--- src/rtl/cordic_pkg.sv ---
// cordic_pkg: shared state codes, datapath mux codes and terminal-count bit for the CORDIC controller
package cordic_pkg;
  typedef enum logic [2:0] {
    IDLE     = 3'd0,
    LOAD     = 3'd1,
    ITER_ROT = 3'd2,
    ITER_VEC = 3'd3,
    DONE     = 3'd4
  } state_t;
  localparam logic [1:0] MUX_HOLD = 2'b00;
  localparam logic [1:0] MUX_LOAD = 2'b01;
  localparam logic [1:0] MUX_ROT  = 2'b10;
  localparam logic [1:0] MUX_VEC  = 2'b11;
  localparam int TERM_BIT = 3;
  localparam logic [3:0] TERM_COUNT = 4'(1 << TERM_BIT);
endpackage

--- src/rtl/cordic_fsm_ctl.sv ---
// cordic_fsm_ctl: Moore controller sequencing load, rotation/vectoring iterations and done for a CORDIC datapath
module cordic_fsm_ctl
  import cordic_pkg::*;
(
  input  logic       clk,
  input  logic       reset_n,
  input  logic       start,
  input  logic       cordic_mode,
  input  logic [3:0] counter,
  output logic [2:0] state,
  output logic [1:0] in_mux_ctl,
  output logic       counter_rst,
  output logic       counter_hold
);
  state_t cur, nxt;
  logic mode;
  // counter >= 2**TERM_BIT is exactly counter[TERM_BIT] set for a 4-bit count
  logic term;
  assign term = counter >= TERM_COUNT;
  assign state = cur;
  always_ff @(posedge clk) begin
    if (!reset_n) begin
      cur  <= IDLE;
      mode <= 1'b0;
    end else begin
      cur <= nxt;
      if (cur == IDLE && start) mode <= cordic_mode;
    end
  end
  always_comb begin
    nxt = IDLE;
    case (cur)
      IDLE:               nxt = start ? LOAD : IDLE;
      LOAD:               nxt = mode ? ITER_VEC : ITER_ROT;
      ITER_ROT, ITER_VEC: nxt = term ? DONE : cur;
      default:            nxt = IDLE;
    endcase
  end
  always_comb begin
    in_mux_ctl   = cur == LOAD ? MUX_LOAD : cur == ITER_ROT ? MUX_ROT : cur == ITER_VEC ? MUX_VEC : MUX_HOLD;
    counter_rst  = cur == LOAD || !(cur == ITER_ROT || cur == ITER_VEC || cur == DONE);
    counter_hold = !(cur == ITER_ROT || cur == ITER_VEC);
  end
endmodule

--- config.mk ---
export PLATFORM = sky130hd
export DESIGN_NAME = cordic_fsm_ctl
export DESIGN_NICKNAME = d
export VERILOG_FILES = /design/src/rtl/cordic_pkg.sv /design/src/rtl/cordic_fsm_ctl.sv
export SDC_FILE = /design/constraint.sdc
export NUM_CORES = 1
export LEC_CHECK = 0
export CELL_PAD_IN_SITES_DETAIL_PLACEMENT = 1
export CELL_PAD_IN_SITES_GLOBAL_PLACEMENT = 1
export CORE_AREA = 5 5 42 44
export CTS_CLUSTER_SIZE = 10
export DETAILED_ROUTE_END_ITERATION = 8
export DIE_AREA = 0 0 47 49
export MAX_ROUTING_LAYER = met4
export PLACE_DENSITY_LB_ADDON = 0.1
export REMOVE_ABC_BUFFERS = 1
export SLEW_MARGIN = 25
export SYNTH_ARGS = -nofsm -noshare
export SYNTH_HDL_FRONTEND = slang
export SYNTH_SLANG_ARGS = --single-unit
--- constraint.sdc ---
create_clock -name clk -period 2 [get_ports clk]
set_input_delay 0.4 -clock clk [delete_from_list [all_inputs] [get_ports clk]]
set_output_delay 0.4 -clock clk [all_outputs]
set_load 0.005 [all_outputs]
==> impl_metrics.prom, run 1 <==
# TYPE chip_impl_metric gauge
chip_impl_metric{name="route.vias.total",unit=""} 203
chip_impl_metric{name="holdPathStages",unit=""} 2
chip_impl_metric{name="finalNetCount",unit=""} 45
chip_impl_metric{name="drc_violations_left",unit=""} 0
chip_impl_info{name="timing_worst_setup_path_type",value="reg -> out"} 1
chip_impl_metric{name="yosys_warnings",unit=""} 0
chip_impl_metric{name="cp_num_buf_inv",unit=""} 1
chip_impl_metric{name="clock-sinks",unit=""} 4
chip_impl_metric{name="final_layout_size_suffix_gt1_frac",unit=""} 0.2286
chip_impl_metric{name="yosys_register_bits",unit=""} 4
chip_impl_metric{name="top_level_ports",unit=""} 15
chip_impl_metric{name="power_per_cell_area",unit="nW/um^2"} 779.1
chip_impl_info{name="worstHoldStart",value="mode$_SDFFE_PN0P_"} 1
chip_impl_metric{name="post-cts-setup-buffers",unit=""} 0
chip_impl_metric{name="hold_viol",unit=""} 0
chip_impl_metric{name="cts_max_path_buffers",unit=""} 2
chip_impl_metric{name="max_stage_delay",unit="ns"} 0.51
chip_impl_metric{name="power_total",unit="mW"} 0.2622
chip_impl_info{name="synthTopCellsByCount",value="dfxtp_1, nand2_1, and2b_2"} 1
chip_impl_metric{name="placeableCoreArea",unit="um^2"} 1401
chip_impl_metric{name="die_width",unit="um"} 47
chip_impl_info{name="ys_dominant_reg_cell",value="dfxtp_1"} 1
chip_impl_info{name="crit_path_cell_trace",value="and2b_2 -> a21oi_1 -> clkdlybuf4s50_1"} 1
chip_impl_metric{name="max_slew.worst_pin.slew",unit="ns"} 0.2525
chip_impl_metric{name="start_util",unit=""} 0.1366
chip_impl_metric{name="final_cells",unit=""} 51
chip_impl_metric{name="vias_per_cell",unit=""} 3.980
chip_impl_metric{name="place.port_buffers",unit=""} 11
chip_impl_metric{name="cts-hold-fix-buffers",unit=""} 0
chip_impl_metric{name="finalCriticalPeriod",unit="ns"} 1.958
chip_impl_metric{name="synth_enable_flop_cells",unit=""} 0
chip_impl_metric{name="clock-skew-final",unit="ns"} 0.005994
chip_impl_metric{name="clkSlewWorstSetupHoldPaths",unit="ns"} 0.04
chip_impl_metric{name="worstRegToRegCells",unit=""} 2
chip_impl_metric{name="antenna_left",unit=""} 0
chip_impl_metric{name="cell_area_after_synthesis",unit="um^2"} 191.4
chip_impl_metric{name="die_h",unit="um"} 49
chip_impl_metric{name="final.period_utilization",unit=""} 0.9789
chip_impl_info{name="worst_hold_path_type",value="reg -> reg"} 1
chip_impl_info{name="cpLargestDelayFamily",value="buffers and inverters"} 1
chip_impl_metric{name="setup_tns",unit="ns"} 0
chip_impl_metric{name="postRouteWirelength",unit="um"} 525
chip_impl_metric{name="setup_violations",unit=""} 0
chip_impl_metric{name="h-tree-depth",unit=""} 1
chip_impl_metric{name="antenna_found_initial",unit=""} 0
chip_impl_info{name="cts_tree",value="yes"} 1
chip_impl_metric{name="post_drt_wl_per_cell",unit="um"} 10.29
chip_impl_metric{name="grt_first_pass_wirelength",unit="um"} 841
chip_impl_info{name="grt_setup_unrepaired",value="false"} 1
chip_impl_metric{name="area_growth",unit="%"} 75.82
chip_impl_info{name="endpoint_kind",value="primary output"} 1
chip_impl_metric{name="place.detailed.instances",unit=""} 48
chip_impl_metric{name="first_global_vias",unit=""} 204
chip_impl_metric{name="row_count",unit=""} 14
chip_impl_info{name="synth.top_cells.by_area",value="dfxtp_1, and2b_2, nand2_1"} 1
chip_impl_metric{name="maxClockFrequency",unit="MHz"} 510.8
chip_impl_metric{name="filler_cell_count",unit=""} 176
chip_impl_metric{name="final_max_slew_viol_count",unit=""} 0
chip_impl_metric{name="ys_async_rst_share",unit=""} 0
chip_impl_metric{name="syn_area_per_cell",unit="um^2"} 8.702
chip_impl_metric{name="drt-initial-drc-count",unit=""} 2
chip_impl_metric{name="drv_cap",unit=""} 0
chip_impl_info{name="r2r_start",value="state[2]$_SDFFE_PN0P_"} 1
chip_impl_metric{name="n_antenna_cell",unit=""} 0
chip_impl_metric{name="reg2reg_slack",unit="ns"} 1.01
chip_impl_metric{name="synth.yosys.seq_area_share",unit=""} 0.4183
chip_impl_info{name="critPathLaunch",value="state[2]$_SDFFE_PN0P_"} 1
chip_impl_metric{name="cts_resized",unit=""} 0
chip_impl_info{name="cts.root.buffer_cell",value="clkbuf_4"} 1
chip_impl_metric{name="crit_fanout",unit=""} 6
chip_impl_metric{name="yosys.area.top_type_share",unit=""} 0.4183
chip_impl_metric{name="pin_count_of_the_biggest_net_entering_global_routing",unit=""} 7
chip_impl_metric{name="overflow",unit=""} 0
chip_impl_metric{name="cts-buffers-inserted",unit=""} 3
chip_impl_metric{name="die-area",unit="um^2"} 2303
chip_impl_metric{name="timing.slew.headroom",unit=""} 0.8312
chip_impl_metric{name="critical_path_arrival",unit="ns"} 1.56
chip_impl_metric{name="insertion_delay",unit="ns"} 0.24
chip_impl_info{name="timing.critical_path.from_type",value="flop"} 1
chip_impl_metric{name="grt_util_all_layers",unit=""} 0.05564
chip_impl_metric{name="drt_first_pass_iters",unit=""} 2
chip_impl_info{name="synth_top_cell_by_area",value="dfxtp_1"} 1
chip_impl_metric{name="leakage",unit="nW"} 0.1335
chip_impl_info{name="crit_slowest_cell",value="clkdlybuf4s50_1"} 1
chip_impl_metric{name="finalWeightedCongestion",unit=""} 0.6180
chip_impl_metric{name="worst_ep_required_time",unit="ns"} 1.60
chip_impl_metric{name="yosys.cell_types.count",unit=""} 12
chip_impl_metric{name="cp.depth",unit=""} 3
chip_impl_metric{name="vdd_ir_drop_max",unit="mV"} 0.2268
chip_impl_info{name="run_status",value="completed"} 1
chip_impl_metric{name="postSynthCellCount",unit=""} 22
-- worst reg2reg max path, stage by stage (launching register included) --
cell     delay [ns]
dfxtp_1        0.41
and2b_2        0.27
and3_2         0.20
-- worst paths after layout --
kind	endpoint
max	counter_rst
max reg2reg	state[2]$_SDFFE_PN0P_
min reg2reg	mode$_SDFFE_PN0P_
min	mode$_SDFFE_PN0P_
-- sequential cells by signal, summed over array words and instances, names as in the netlist --
name / cells
state: 3
mode: 1
-- cell usage in the layout (no fill, tap or decap) --
| master | n |
|---|---|
| clkbuf_4 | 3 |
| and2b_2 | 3 |
| o21ai_0 | 1 |
| o2111ai_1 | 1 |
| nand2_1 | 4 |
| nor4b_2 | 1 |
| nor2_1 | 2 |
| inv_1 | 1 |
| nand3_1 | 2 |
| a21oi_1 | 1 |
| clkdlybuf4s50_1 | 11 |
| dfxtp_1 | 4 |
| and3_2 | 1 |
-- kinds of logic after synthesis --
logic type | share of synthesized area
simple gates | 0.4248
flops | 0.4183
compound gates | 0.09800
buf+inv | 0.05882
-- final cells by class --
cell class                      count  area, um^2  share of cell area
Clock buffer                        3       22.52             0.06691
Inverter                            1       3.754             0.01115
Multi-Input combinational cell     16       100.1              0.2974
Sequential cell                     4       80.08              0.2379
Tap cell                           16       20.02             0.05948
Timing Repair Buffer               11       110.1              0.3271
-- stage by stage --
stage                     hold WS, ns  worst slack, ns  utilization  instance area, um^2
final                          0.4675          0.04224       0.2402                336.6
after global routing           0.4915         0.009439       0.2402                336.6
after CTS                      0.4686          0.02705       0.2402                336.6
after detailed placement       0.4595           0.2878       0.2241                314.1
after global placement         0.4569           0.2957       0.2241                314.1
after floorplan                0.4361           0.8173            -                183.9
-- power by group --
group / total [mW] / internal [mW] / switching [mW]
clock: 0.105 / 0.0674 / 0.0378
combinational: 0.0615 / 0.0409 / 0.0205
sequential: 0.0955 / 0.0871 / 0.00845
-- layer usage --
metal / routed length [um] / track usage / part of all wire
met1: 221 / 0.05947 / 0.42
met2: 239 / 0.07014 / 0.46
met3: 46 / 0.02583 / 0.088
met4: 17 / 0.05530 / 0.032
met5: 0 / - / 0
Note: power is estimated with default switching activity, not from simulation.
==> inputs of run 2 (changes only) <==
--- a/config.mk
+++ b/config.mk
@@ -12,7 +12,7 @@
 export DETAILED_ROUTE_END_ITERATION = 8
 export DIE_AREA = 0 0 47 49
 export MAX_ROUTING_LAYER = met4
-export PLACE_DENSITY_LB_ADDON = 0.1
+export PLACE_DENSITY = 0.56
 export REMOVE_ABC_BUFFERS = 1
 export SLEW_MARGIN = 25
 export SYNTH_ARGS = -nofsm -noshare
==> impl_metrics.prom, run 2 (synthesis results as in run 1) <==
# TYPE chip_impl_metric gauge
chip_impl_info{name="run_status",value="completed"} 1
chip_impl_metric{name="cts_resized",unit=""} 0
chip_impl_metric{name="clkSlewWorstSetupHoldPaths",unit="ns"} 0.04
chip_impl_info{name="worstReg2RegEnd",value="state[2]$_SDFFE_PN0P_"} 1
chip_impl_metric{name="drt_first_pass_iters",unit=""} 1
chip_impl_metric{name="crit_fanout",unit=""} 6
chip_impl_metric{name="timing.slew.headroom",unit=""} 0.8391
chip_impl_metric{name="critical_path_arrival",unit="ns"} 1.50
chip_impl_metric{name="final_layout_size_suffix_gt1_frac",unit=""} 0.2571
chip_impl_info{name="worstHoldStart",value="mode$_SDFFE_PN0P_"} 1
chip_impl_metric{name="final.period_utilization",unit=""} 0.9506
chip_impl_metric{name="power_per_cell_area",unit="nW/um^2"} 766.9
chip_impl_metric{name="clock-sinks",unit=""} 4
chip_impl_metric{name="max_slew.worst_pin.slew",unit="ns"} 0.2408
chip_impl_metric{name="reg2reg_slack",unit="ns"} 1.04
chip_impl_metric{name="worstRegToRegCells",unit=""} 2
chip_impl_metric{name="placeableCoreArea",unit="um^2"} 1401
chip_impl_metric{name="power_total",unit="mW"} 0.2591
chip_impl_info{name="timing.critical_path.from_type",value="flop"} 1
chip_impl_info{name="grt_setup_unrepaired",value="false"} 1
chip_impl_metric{name="antenna_left",unit=""} 0
chip_impl_metric{name="place.port_buffers",unit=""} 11
chip_impl_metric{name="finalNetCount",unit=""} 45
chip_impl_metric{name="h-tree-depth",unit=""} 1
chip_impl_metric{name="start_util",unit=""} 0.1366
chip_impl_metric{name="cts-hold-fix-buffers",unit=""} 0
chip_impl_metric{name="die_h",unit="um"} 49
chip_impl_metric{name="drt-initial-drc-count",unit=""} 0
chip_impl_metric{name="first_global_vias",unit=""} 225
chip_impl_metric{name="clock-skew-final",unit="ns"} 0.002456
chip_impl_metric{name="worst_ep_required_time",unit="ns"} 1.60
chip_impl_metric{name="postRouteWirelength",unit="um"} 570
chip_impl_metric{name="hold_viol",unit=""} 0
chip_impl_metric{name="setup_tns",unit="ns"} 0
chip_impl_info{name="cts_tree",value="yes"} 1
chip_impl_metric{name="leakage",unit="nW"} 0.1340
chip_impl_metric{name="pin_count_of_the_biggest_net_entering_global_routing",unit=""} 7
chip_impl_metric{name="detailedPlacementHpwl",unit="um"} 437.9
chip_impl_metric{name="finalCriticalPeriod",unit="ns"} 1.901
chip_impl_metric{name="grt_first_pass_wirelength",unit="um"} 924
chip_impl_metric{name="route.vias.total",unit=""} 201
chip_impl_metric{name="vdd_ir_drop_max",unit="mV"} 0.3483
chip_impl_metric{name="vias_per_cell",unit=""} 3.941
chip_impl_info{name="worst_hold_path_type",value="reg -> reg"} 1
chip_impl_info{name="cts.root.buffer_cell",value="clkbuf_4"} 1
chip_impl_metric{name="post_drt_wl_per_cell",unit="um"} 11.18
chip_impl_metric{name="setup_violations",unit=""} 0
chip_impl_metric{name="grt_util_all_layers",unit=""} 0.05993
chip_impl_metric{name="antenna_found_initial",unit=""} 0
chip_impl_metric{name="post-cts-setup-buffers",unit=""} 0
chip_impl_metric{name="die_width",unit="um"} 47
chip_impl_info{name="min_delay_worst_endpoint",value="mode$_SDFFE_PN0P_"} 1
chip_impl_metric{name="holdPathStages",unit=""} 2
chip_impl_info{name="endpoint_kind",value="primary output"} 1
chip_impl_metric{name="final_max_slew_viol_count",unit=""} 0
chip_impl_metric{name="n_antenna_cell",unit=""} 0
chip_impl_metric{name="finalWeightedCongestion",unit=""} 0.6722
chip_impl_info{name="layout.cells.most_common_list",value="clkdlybuf4s50_1, nand2_1, and2b_2, clkbuf_4, dfxtp_1"} 1
chip_impl_metric{name="largest_register_ffs",unit=""} 3
chip_impl_metric{name="maxClockFrequency",unit="MHz"} 526.0
chip_impl_info{name="layout_commonest_cell",value="clkdlybuf4s50_1"} 1
chip_impl_metric{name="insertion_delay",unit="ns"} 0.23
chip_impl_metric{name="top_level_ports",unit=""} 15
chip_impl_metric{name="overflow",unit=""} 0
chip_impl_info{name="timing_worst_setup_path_type",value="reg -> out"} 1
chip_impl_metric{name="cts_max_path_buffers",unit=""} 2
chip_impl_metric{name="cts-buffers-inserted",unit=""} 3
chip_impl_metric{name="drc_violations_left",unit=""} 0
chip_impl_metric{name="area_growth",unit="%"} 76.47
chip_impl_metric{name="die-area",unit="um^2"} 2303
chip_impl_metric{name="drv_cap",unit=""} 0
chip_impl_metric{name="row_count",unit=""} 14
chip_impl_info{name="r2r_start",value="state[2]$_SDFFE_PN0P_"} 1
==> run 2: how the worst max path moves through the flow <==
stage	start	to	slack, ns	depth (start not counted)
floorplan	state[2]$_SDFFE_PN0P_	counter_rst	0.82	2
global placement	state[2]$_SDFFE_PN0P_	counter_rst	0.29	3
detailed placement	state[2]$_SDFFE_PN0P_	counter_rst	0.28	3
CTS	state[2]$_SDFFE_PN0P_	counter_rst	0.008	3
global route	state[2]$_SDFFE_PN0P_	counter_rst	0.02	3
finish	state[2]$_SDFFE_PN0P_	counter_rst	0.1	3
==> run 2: cell type report <==
type	instances	area [um^2]
multi-input cells	16	100.1
clock buffers	3	22.52
repair buffers	11	110.1
flip-flops and latches	4	81.33
inverters	1	3.754
fillers	172	1064
well taps	16	20.02
==> run 2: worst max-delay path, stage by stage, from the launching register on <==
cell and delay [ns]:
dfxtp_2 0.38, and2b_2 0.26, a21oi_1 0.12, clkdlybuf4s50_1 0.52
==> run 2: layer usage <==
metal / vias up / share of wire / global-route usage
li1: 103 / - / -
met1: 88 / 0.54 / 0.06593
met2: 10 / 0.38 / 0.07014
met3: 0 / 0.084 / 0.03690
met4: 0 / 0 / 0.05530
met5: - / 0 / -
==> run 2: power breakdown <==
part / total [mW] / switching [mW] / internal, mW
sequential: 0.0958 / 0.00855 / 0.0872
combinational: 0.0620 / 0.0210 / 0.0410
clock: 0.101 / 0.0340 / 0.0672
total: 0.259 / 0.0636 / 0.195
==> run 2: metrics by stage <==
step / std cells / utilization / area [um^2] / hold slack [ns] / worst slack (ns)
after detailed placement: 48 / 0.2241 / 314.1 / 0.4686 / 0.2833
after global routing: 51 / 0.2411 / 337.8 / 0.5086 / 0.01837
after global placement: 48 / 0.2241 / 314.1 / 0.4533 / 0.2940
after CTS: 51 / 0.2402 / 336.6 / 0.4771 / 0.008492
final: 51 / 0.2411 / 337.8 / 0.4681 / 0.09873
after floorplan: 21 / - / 183.9 / 0.4361 / 0.8173
